## src/rtl/prbs_checker_multilane_if.sv

```systemverilog
// Bus bundle for prbs_checker_multilane: control/rx inputs and counter readout.
// Macro PRBS_CHECKER_PER_LANE_EN adds the per-lane error counter vector.
interface prbs_checker_multilane_if #(
  parameter int unsigned N      = 32,
  parameter int unsigned W      = 16,
  parameter int unsigned NLANES = 4,
  parameter int unsigned CNT_W  = 64
);
  logic [1:0]          mode;
  logic [N-1:0]        eqn;
  logic [NLANES-1:0]   lane_en;
  logic                rx_valid;
  logic [NLANES*W-1:0] rx_bits;
  logic [NLANES-1:0]   lane_locked;
  logic [CNT_W-1:0]    err_bits;
  logic [CNT_W-1:0]    total_bits;
  logic                running;
`ifdef PRBS_CHECKER_PER_LANE_EN
  logic [NLANES*32-1:0] lane_err_bits;

  modport master (
    output mode, eqn, lane_en, rx_valid, rx_bits,
    input  lane_locked, err_bits, total_bits, running, lane_err_bits
  );
  modport slave (
    input  mode, eqn, lane_en, rx_valid, rx_bits,
    output lane_locked, err_bits, total_bits, running, lane_err_bits
  );
`else
  modport master (
    output mode, eqn, lane_en, rx_valid, rx_bits,
    input  lane_locked, err_bits, total_bits, running
  );
  modport slave (
    input  mode, eqn, lane_en, rx_valid, rx_bits,
    output lane_locked, err_bits, total_bits, running
  );
`endif
endinterface

```

## src/rtl/prbs_checker_multilane.sv

```systemverilog
// Multi-lane self-synchronising PRBS checker with lock FSMs and saturating counters.
// Optional macro PRBS_CHECKER_PER_LANE_EN adds per-lane 32-bit error counters.
module prbs_checker_multilane #(
  parameter int unsigned N        = 32,
  parameter int unsigned W        = 16,
  parameter int unsigned NLANES   = 4,
  parameter int unsigned LOCK_CYC = 8,
  parameter int unsigned CNT_W    = 64
) (
  input logic clk,
  input logic rst,
  prbs_checker_multilane_if.slave bus
);
  typedef enum logic [1:0] {ModeReset, ModeAlign, ModeRun, ModeFreeze} mode_e;
  typedef enum logic {StUnlocked, StLocked} lock_e;

  localparam int unsigned FillW = $clog2(N + 1);
  localparam int unsigned LockW = $clog2(LOCK_CYC + 1);
  localparam logic [FillW-1:0] FillFull = FillW'(N);
  localparam logic [LockW-1:0] LockDone = LockW'(LOCK_CYC);

  mode_e            mode_q;
  logic [N-1:0]     hist_q [NLANES];
  logic [N-1:0]     hist_d [NLANES];
  logic [FillW-1:0] fill_q [NLANES];
  logic [FillW-1:0] fill_d [NLANES];
  logic [LockW-1:0] lcnt_q [NLANES];
  logic [LockW-1:0] lcnt_d [NLANES];
  lock_e            lock_q [NLANES];
  lock_e            lock_d [NLANES];
  logic [W-1:0]     mm     [NLANES];
  logic [W-1:0]     mm_q   [NLANES];
  logic             s1_valid_q;
  logic [CNT_W-1:0] err_q, total_q, err_inc, tot_inc;
  logic [N+W-1:0]   ext;
  logic             pred;

  function automatic logic [CNT_W-1:0] sat_add(input logic [CNT_W-1:0] a,
                                                input logic [CNT_W-1:0] b);
    logic [CNT_W:0] s;
    s = {1'b0, a} + {1'b0, b};
    return s[CNT_W] ? '1 : s[CNT_W-1:0];
  endfunction

  // History is kept in time order: ext[N+j] is word bit j, ext[N-1] the bit just before it.
  always_comb begin
    ext  = '0;
    pred = 1'b0;
    for (int l = 0; l < NLANES; l++) begin
      ext = {bus.rx_bits[l*W +: W], hist_q[l]};
      for (int j = 0; j < W; j++) begin
        pred = 1'b0;
        for (int k = 0; k < N; k++) pred = pred ^ (bus.eqn[k] & ext[N+j-k-1]);
        mm[l][j] = (fill_q[l] == FillFull) & (ext[N+j] ^ pred);
      end
      hist_d[l] = bus.rx_valid ? ext[N+W-1 -: N] : hist_q[l];
    end
  end

  always_comb begin
    for (int l = 0; l < NLANES; l++) begin
      fill_d[l] = fill_q[l];
      lcnt_d[l] = lcnt_q[l];
      lock_d[l] = lock_q[l];
      if (mode_q == ModeReset) begin
        fill_d[l] = '0;
      end else if (bus.rx_valid) begin
        fill_d[l] = (32'(fill_q[l]) + W >= N) ? FillFull : fill_q[l] + FillW'(W);
      end
      if (!bus.lane_en[l] || mode_q == ModeReset) begin
        lcnt_d[l] = '0;
        lock_d[l] = StUnlocked;
      end else begin
        unique case (lock_q[l])
          StUnlocked: begin
            if (mode_q == ModeAlign && bus.rx_valid && fill_q[l] == FillFull) begin
              if (|mm[l]) begin
                lcnt_d[l] = '0;
              end else begin
                lcnt_d[l] = lcnt_q[l] + 1'b1;
                if (lcnt_d[l] == LockDone) lock_d[l] = StLocked;
              end
            end
          end
          StLocked: lock_d[l] = StLocked;
          default:  lock_d[l] = StUnlocked;
        endcase
      end
    end
  end

  always_comb begin
    err_inc = '0;
    tot_inc = '0;
    for (int l = 0; l < NLANES; l++) begin
      if (lock_q[l] == StLocked && bus.lane_en[l]) begin
        tot_inc = tot_inc + CNT_W'(W);
        for (int j = 0; j < W; j++) err_inc = err_inc + CNT_W'(mm_q[l][j]);
      end
    end
  end

  always_ff @(posedge clk) begin
    if (rst) begin
      mode_q     <= ModeReset;
      s1_valid_q <= 1'b0;
      err_q      <= '0;
      total_q    <= '0;
      for (int l = 0; l < NLANES; l++) begin
        hist_q[l] <= '0;
        fill_q[l] <= '0;
        lcnt_q[l] <= '0;
        lock_q[l] <= StUnlocked;
        mm_q[l]   <= '0;
      end
    end else begin
      mode_q     <= mode_e'(bus.mode);
      s1_valid_q <= bus.rx_valid;
      for (int l = 0; l < NLANES; l++) begin
        hist_q[l] <= hist_d[l];
        fill_q[l] <= fill_d[l];
        lcnt_q[l] <= lcnt_d[l];
        lock_q[l] <= lock_d[l];
        mm_q[l]   <= mm[l];
      end
      // Stage 2 keys off the current mode, so an in-flight word is dropped on leaving RUN.
      if (mode_q == ModeReset) begin
        err_q   <= '0;
        total_q <= '0;
      end else if (mode_q == ModeRun && s1_valid_q) begin
        err_q   <= sat_add(err_q, err_inc);
        total_q <= sat_add(total_q, tot_inc);
      end
    end
  end

  always_comb begin
    for (int l = 0; l < NLANES; l++) bus.lane_locked[l] = (lock_q[l] == StLocked);
  end
  assign bus.err_bits   = err_q;
  assign bus.total_bits = total_q;
  assign bus.running    = (mode_q == ModeRun);

`ifdef PRBS_CHECKER_PER_LANE_EN
  logic [31:0] lerr_q [NLANES];
  logic [31:0] lerr_inc [NLANES];

  always_comb begin
    for (int l = 0; l < NLANES; l++) begin
      lerr_inc[l] = '0;
      if (lock_q[l] == StLocked && bus.lane_en[l]) begin
        for (int j = 0; j < W; j++) lerr_inc[l] = lerr_inc[l] + 32'(mm_q[l][j]);
      end
    end
  end

  always_ff @(posedge clk) begin
    for (int l = 0; l < NLANES; l++) begin
      if (rst || mode_q == ModeReset) begin
        lerr_q[l] <= '0;
      end else if (mode_q == ModeRun && s1_valid_q) begin
        lerr_q[l] <= ({1'b0, lerr_q[l]} + {1'b0, lerr_inc[l]} > 33'hFFFF_FFFF) ? '1
                   : lerr_q[l] + lerr_inc[l];
      end
    end
  end

  always_comb begin
    for (int l = 0; l < NLANES; l++) bus.lane_err_bits[l*32 +: 32] = lerr_q[l];
  end
`endif
endmodule

```

## src/flat_wrapper.sv

```systemverilog
// flat-port wrapper written by rule: the top's interface ports become plain ports
module prbs_checker_multilane_flat 
#(
  parameter int unsigned N        = 32,
  parameter int unsigned W        = 16,
  parameter int unsigned NLANES   = 4,
  parameter int unsigned LOCK_CYC = 8,
  parameter int unsigned CNT_W    = 64
)
  (clk, rst, bus_mode, bus_eqn, bus_lane_en, bus_rx_valid, bus_rx_bits, bus_lane_locked, bus_err_bits, bus_total_bits, bus_running);
  prbs_checker_multilane_if #(.N(N), .W(W), .NLANES(NLANES), .CNT_W(CNT_W)) bus_i ();
  input logic clk;
  input logic rst;
  input wire logic [$bits(bus_i.mode)-1:0] bus_mode;
  input wire logic [$bits(bus_i.eqn)-1:0] bus_eqn;
  input wire logic [$bits(bus_i.lane_en)-1:0] bus_lane_en;
  input wire logic [$bits(bus_i.rx_valid)-1:0] bus_rx_valid;
  input wire logic [$bits(bus_i.rx_bits)-1:0] bus_rx_bits;
  output wire logic [$bits(bus_i.lane_locked)-1:0] bus_lane_locked;
  output wire logic [$bits(bus_i.err_bits)-1:0] bus_err_bits;
  output wire logic [$bits(bus_i.total_bits)-1:0] bus_total_bits;
  output wire logic [$bits(bus_i.running)-1:0] bus_running;
  assign bus_i.mode = bus_mode;
  assign bus_i.eqn = bus_eqn;
  assign bus_i.lane_en = bus_lane_en;
  assign bus_i.rx_valid = bus_rx_valid;
  assign bus_i.rx_bits = bus_rx_bits;
  assign bus_lane_locked = bus_i.lane_locked;
  assign bus_err_bits = bus_i.err_bits;
  assign bus_total_bits = bus_i.total_bits;
  assign bus_running = bus_i.running;
  prbs_checker_multilane #(.N(N), .W(W), .NLANES(NLANES), .LOCK_CYC(LOCK_CYC), .CNT_W(CNT_W)) u_core (.clk(clk), .rst(rst), .bus(bus_i));
endmodule
```

## config.mk

```make
export PLATFORM = sky130hd
export DESIGN_NAME = prbs_checker_multilane_flat
export DESIGN_NICKNAME = d
export VERILOG_FILES = /design/src/rtl/prbs_checker_multilane_if.sv /design/src/rtl/prbs_checker_multilane.sv /design/src/flat_wrapper.sv
export SDC_FILE = /design/constraint.sdc
export NUM_CORES = 2
export LEC_CHECK = 0
export BUFFER_PORTS_ARGS = -buffer_cell sky130_fd_sc_hd__buf_2
export CAP_MARGIN = 20
export CORE_UTILIZATION = 55
export CTS_CLUSTER_DIAMETER = 150
export CTS_CLUSTER_SIZE = 10
export DETAILED_ROUTE_END_ITERATION = 10
export GPL_TIMING_DRIVEN = 0
export PLACE_DENSITY = 0.76
export RECOVER_POWER = 100
export SYNTH_ARGS = -nofsm -noshare
export SYNTH_HDL_FRONTEND = slang
export SYNTH_SLANG_ARGS = --single-unit
export TNS_END_PERCENT = 50
```

## constraint.sdc

```tcl
create_clock -name clk -period 16.91 [get_ports clk]
set_input_delay 2.5365 -clock clk [delete_from_list [all_inputs] [get_ports clk]]
set_output_delay 2.5365 -clock clk [all_outputs]
set_load 0.01 [all_outputs]
```

======== Yosys cells after proc, flatten, opt, wreduce, memory -nomap -nowiden ========
Memory sizes are Yosys's and may differ from the RTL's.
Cells that the tools add are included.
operators by class
  add/subtract/negate cells ............... 80
  $lt $le $gt $ge ......................... 4
  equality and inequality tests ........... 10
  mux-type cells .......................... 85
  bitwise gates (word level) .............. 4184
  reduce and logical (&&, ||, !) cells .... 24
operator list
  cell                                                                                  number
  64-bit by 1-bit adder with 64-bit output                                              62
  1-bit bitwise AND                                                                     2112
  1-bit bitwise XOR                                                                     2048
  64-bit two-way mux                                                                    9
  32-bit two-way mux                                                                    8
  64-bit by 64-bit adder with 65-bit output                                             2
  64-bit by 5-bit adder with 64-bit output, second input constant                       2
  32-bit by 6-bit greater-or-equal comparator with 1-bit output, second input constant  4
  6-bit two-way mux                                                                     16
  4-bit two-way mux                                                                     20
  16-bit two-way mux                                                                    4
  16-bit OR reduction                                                                   4
  6-bit by 5-bit adder with 7-bit output, second input constant                         4
  6-bit by 5-bit adder with 6-bit output, second input constant                         4
  6-bit equality test, second input constant                                            4
  1-bit two-way mux                                                                     23
  1-bit bitwise OR                                                                      20
  4-bit by 1-bit adder with 4-bit output, second input constant                         4
  4-bit equality test, second input constant                                            4
  1-bit logical AND                                                                     10
  1-bit case mux with 2 select lines                                                    4
  5-bit by 5-bit adder with 6-bit output, second input constant                         1
  5-bit two-way mux                                                                     1
  1-bit logical NOT                                                                     4
  other kinds (7)                                                                       13
storage, ports and cells
  bits in registers ....................... 131
  memory bits (writable) .................. 236
  input port bits ......................... 105
  word-level logic and storage cells ...... 4396
  memories kept ........................... 5
memories
  memory         depth  width  read ports  clocked after memory_dff  write ports  RTL line                      RTL
  u_core.hist_q  4      32     4           0                         4            prbs_checker_multilane.sv:23  logic [N-1:0] hist_q [NLANES];
  u_core.mm_q    4      16     4           0                         4            prbs_checker_multilane.sv:32  logic [W-1:0] mm_q [NLANES];
  u_core.fill_q  4      6      4           0                         4            prbs_checker_multilane.sv:25  logic [FillW-1:0] fill_q [NLANES];
  u_core.lcnt_q  4      4      4           0                         4            prbs_checker_multilane.sv:27  logic [LockW-1:0] lcnt_q [NLANES];
  u_core.lock_q  4      1      4           0                         4            prbs_checker_multilane.sv:29  lock_e lock_q [NLANES];

======== Logic depth before layout (Yosys ltp) ========
An unclocked memory read counts as a cell.
  depth after elaboration ................. 70
  mapped depth ............................ 49
  depth with buffers taken out ............ 47

======== Worst setup path before layout ========
No wires, ideal clock.
  path kind ............................... reg-to-reg
  start point ............................. memory u_core.mm_q[0][0]
  end point ............................... register u_core.err_q[10], in the netlist u_core.bus.err_bits[10]
  library setup time ...................... 0.133 ns
  arrival ................................. 13.507 ns
  path slack .............................. 3.271 ns
  cell stages (with the launch flop) ...... 44
  path buffers ............................ 3
  period minus slack after synthesis ...... 13.639 ns
  path through ............................ dfxtp_1 ha_1 inv_1 fa_1 fa_1 fa_1 fa_1 fa_1 nor2_1 inv_1 fa_1 fa_1 fa_1 fa_1 fa_1 nor2_1 a21oi_1 fa_1 [... 8 more ...] fa_1 fa_1 fa_1 o21ai_0 fa_1 a21o_1 a21oi_1 o21bai_1 a21oi_1 o21bai_1 a21oi_1 nor2_1 clkbuf_1 nand3_1 or2_1 buf_2 buf_1 a21oi_1
RTL lines
  element               RTL line                       RTL
  from (decl)           prbs_checker_multilane.sv:32
  to (signal assigned)  prbs_checker_multilane.sv:131  err_q <= sat_add(err_q, err_inc);
  to (decl)             prbs_checker_multilane.sv:34   logic [CNT_W-1:0] err_q, total_q, err_inc, tot_inc;

==> results.tsv <==
stage	metric	value	unit
outcome	status	complete, but fails checks	
outcome	failing checks	design-rule violations, max-capacitance violations, max-slew violations	
routing	Routed WL per cell	33.93	um
critical_path	slowest stage delay, CP	0.59	ns
floorplan	Die H	289.1	um
placed_design	PortBufs	180	
timing	Setup Viol. Count Final	0	
clock_network	Post-CTS Setup Inserts	0	
critical_path	critical path peak fanout	10	
critical_path	Levels on crit path	43	
timing	setup tns final	0	ns
timing	max frequency	63.32	MHz
routing	via count	48880	
floorplan	Die Area	83560	um^2
synthesis	post-synthesis register bit count	348	
layout	Area Overhead vs Synth	7.313	%
synthesis	main area contributors after synthesis	xnor2_1 (27%), nand2_1 (18%), dfxtp_1 (15%), xor2_1 (13%), xnor3_1 (3.2%)	
critical_path	internal reg-to-reg setup slack	1.12	ns
pwr	P_sw	1.790	mW
layout	design area	48640	um^2
clock_network	CTS H-tree depth	2	
timing	count of final max-slew check failures	156	
floorplan	starting density of the core	0.5591	
synthesis	Synthesized Nets	6489	
clock_network	Worst-path clk slew	0.09	ns
routing	drt pass-1 iters	11	
synthesis	most frequent cells after synthesis	nand2_1 (2186), xnor2_1 (1381), xor2_1 (652)	
routing	Routed WL	258.1	mm
placed_design	Final HPWL DP	173.4	mm
worst_hold_path	worst hold path class	reg -> reg	
pwr	Leakage	17.35	nW
critical_path	critical path's most frequent cell	fa_1	
clock_network	CTS Hold Bufs	0	
grt	initial antenna violation count	29	
clock_network	latest clock arrival within the worst-skew pair	0.64	ns
layout	Util after Layout	0.6000	
routing	Via density	6.427	
clock_network	Clock Sinks	348	
pwr	Peak VDD IR	0.08002	mV
synthesis	largest area contributor in the netlist	xnor2_1	
critical_path	Critical Path Sink	u_core.bus.err_bits[31]	
critical_path	Critical-path top delay cell	fa_1	
synthesis	Mapped Area	45320	um^2
timing	clock skew	0.05520	ns
grt	largest net degree at the start of global routing	13	
floorplan	Cell Rows	104	
grt	first-pass GRT wire length	341.4	mm
timing	period utilization	0.9339	
clock_network	Resize count post-CTS	0	
critical_path	crit end category	register	
pwr	Clock power frac	0.232	
timing	Fin. Hold Viols	0	
critical_path	CP required	17.36	ns
critical_path	Crit Path Category	reg -> reg	
critical_path	worst path bufs/invs	5	
routing	ANT nets after route	0	
synthesis	post-synth top area share	0.2669	
critical_path	CP arrival	16.24	ns
synthesis	Cells after Synth	6284	
timing	RSZ-0062 raised after global routing	false	
floorplan	# IOs	238	
timing	clock period minus worst slack	15.79	ns
grt	global route total overflow	0	
synthesis	top-count cell post-synth	nand2_1	
synthesis	Synthesis Warnings	0	
timing	hold_ws	0.4711	ns
timing	Rel. slew slack	-0.5398	
timing	Worst Max-Slew Pin Slew	2.310	ns
routing	Post-route DRC	35	
layout	NumNets Final	6717	
synthesis	Primary FF master, synth	dfxtp_1	
floorplan	die span in x	289.1	um
clock_network	CTS tree	yes	
critical_path	Reg2Reg Capture Point	u_core.bus.err_bits[31]	
pwr	P_int	2.067	mW
critical_path	worst reg-to-reg path cell count	43	
critical_path	critical path startpoint category	register	
critical_path	worst r2r src	u_core.mm_q[0][1]	
pwr	Flop pwr share	0.220	
pwr	Comb power frac	0.548	
placed_design	placed cell area	47600	um^2
floorplan	area of the core	81070	um^2
placed_design	routability cong.	1.116	
critical_path	delay-heaviest family, CP	adder cells	
run	max-cap viol count	14	
grt	vias in the first global route	42990	
layout	share of layout cells above drive strength 1	0.08271	
grt	overall routing resource usage	0.5947	
routing	Initial DRC Count	9220	
clock_network	CTS buffer count	41	
clock_network	clock buffer depth	3	
pwr	sw frac	0.4641	
synthesis	sequential-to-total area share from yosys stat	0.1537	
synthesis	synthesized area per cell	7.213	um^2
synthesis	post-synth cell types	51	
synthesis	Post-synth ARST share	0	
synthesis	number of enable flip-flop cells after synthesis	0	
pwr	Pwr Density	79.29	nW/um^2
critical_path	Crit. Startpoint	u_core.mm_q[0][1]	
clock_network	Clock Tree Root	clkbuf_16	
## power groups by stage
stage	clock, mW	combinational, mW	sequential (mW)
final	0.895	2.11	0.849
after floorplan	0	1.25	0.861
after detailed placement	0	1.92	0.866
after CTS	0.876	1.93	0.848
after global placement	0	1.91	0.865
after global routing	0.899	2.05	0.849
## kinds of logic (layout without fill, tap and decap cells)
kind of cell / Yosys count / in the layout / share of synthesized area
AND/OR/NAND/NOR: 2676 / 2676 / 0.2331
XOR/XNOR: 2110 / 2110 / 0.4293
buffers and inverters: 662 / 895 / 0.08820
flip-flops: 348 / 348 / 0.1537
AO/OA/AOI/OAI: 251 / 251 / 0.02990
multiplexers: 136 / 136 / 0.03009
adder cells (fa/ha/maj): 100 / 100 / 0.03556
other: 1 / 30 / 0.00008274
## metrics by stage
stage,cells,power (mW),setup WS (ns)
after global placement,7524,2.777,1.821
after floorplan,6284,2.113,3.271
after detailed placement,7527,2.786,1.625
after global routing,7580,3.794,0.5823
after CTS,7575,3.654,1.519
final,7606,3.857,1.118
## worst min path at each step
stage                        start                  end  cells after the start
2_1_floorplan  u_core.lcnt_q[0][3]  u_core.lcnt_q[0][3]                      2
3_3_place_gp   u_core.lcnt_q[1][3]  u_core.lcnt_q[1][3]                      2
3_5_place_dp   u_core.lcnt_q[0][3]  u_core.lcnt_q[0][3]                      2
4_1_cts        u_core.lcnt_q[0][3]  u_core.lcnt_q[0][3]                      2
5_1_grt        u_core.lcnt_q[3][3]  u_core.lcnt_q[3][3]                      2
6_report       u_core.lcnt_q[2][3]  u_core.lcnt_q[2][3]                      2
## per-layer routing
layer	vias up	routed length [um]	share of wire	GRT usage
li1	19570	-	-	-
met1	22490	88740	0.34	0.6918
met2	5084	92100	0.36	0.7644
met3	1718	48550	0.19	0.3576
met4	28	28210	0.11	0.4891
met5	-	479	0.0019	0.01761
## layout by cell type (no fill, tap or decap), types with 52 or more instances in the layout
cell type / count
xor2_1: 652
inv_1: 118
dfxtp_1: 348
buf_6: 119
a21oi_1: 153
buf_4: 65
xnor3_1: 64
xnor2_1: 1381
nor2_1: 262
buf_2: 258
o21ai_0: 60
ha_1: 52
clkbuf_1: 259
mux2i_1: 134
nand2_1: 2186
## worst reg2reg max path, delay by kind of cell, from the launching register on
kind,cells,cell delay (ns)
AND/OR/NAND/NOR,5,0.85
buffers and inverters,5,1.30
flip-flops,1,0.31
multiplexers,1,0.49
adder cells (fa/ha/maj),23,11.02
AO/OA/AOI/OAI,9,1.63
## sequential cells by signal, indices dropped and copies added (netlist names)
name	flops
u_core.bus.err_bits	64
u_core.bus.total_bits	61
u_core.fill_q	8
u_core.hist_q	128
u_core.lcnt_q	16
u_core.lock_q	4
u_core.mm_q	64
u_core.mode_q	2
u_core.s1_valid_q	1
## layout make-up
type / count / area [um^2]
timing repair buffer: 185 / 809.5
sequential: 348 / 6967
clock inverter: 5 / 122.6
buffer: 544 / 3491
inverter: 118 / 442.9
multi-input combinational: 5274 / 34350
clock buffer: 43 / 1054
tap: 1060 / 1326
fill: 7628 / 32430
antenna: 29 / 72.57
(Power assumes the default switching activity.)
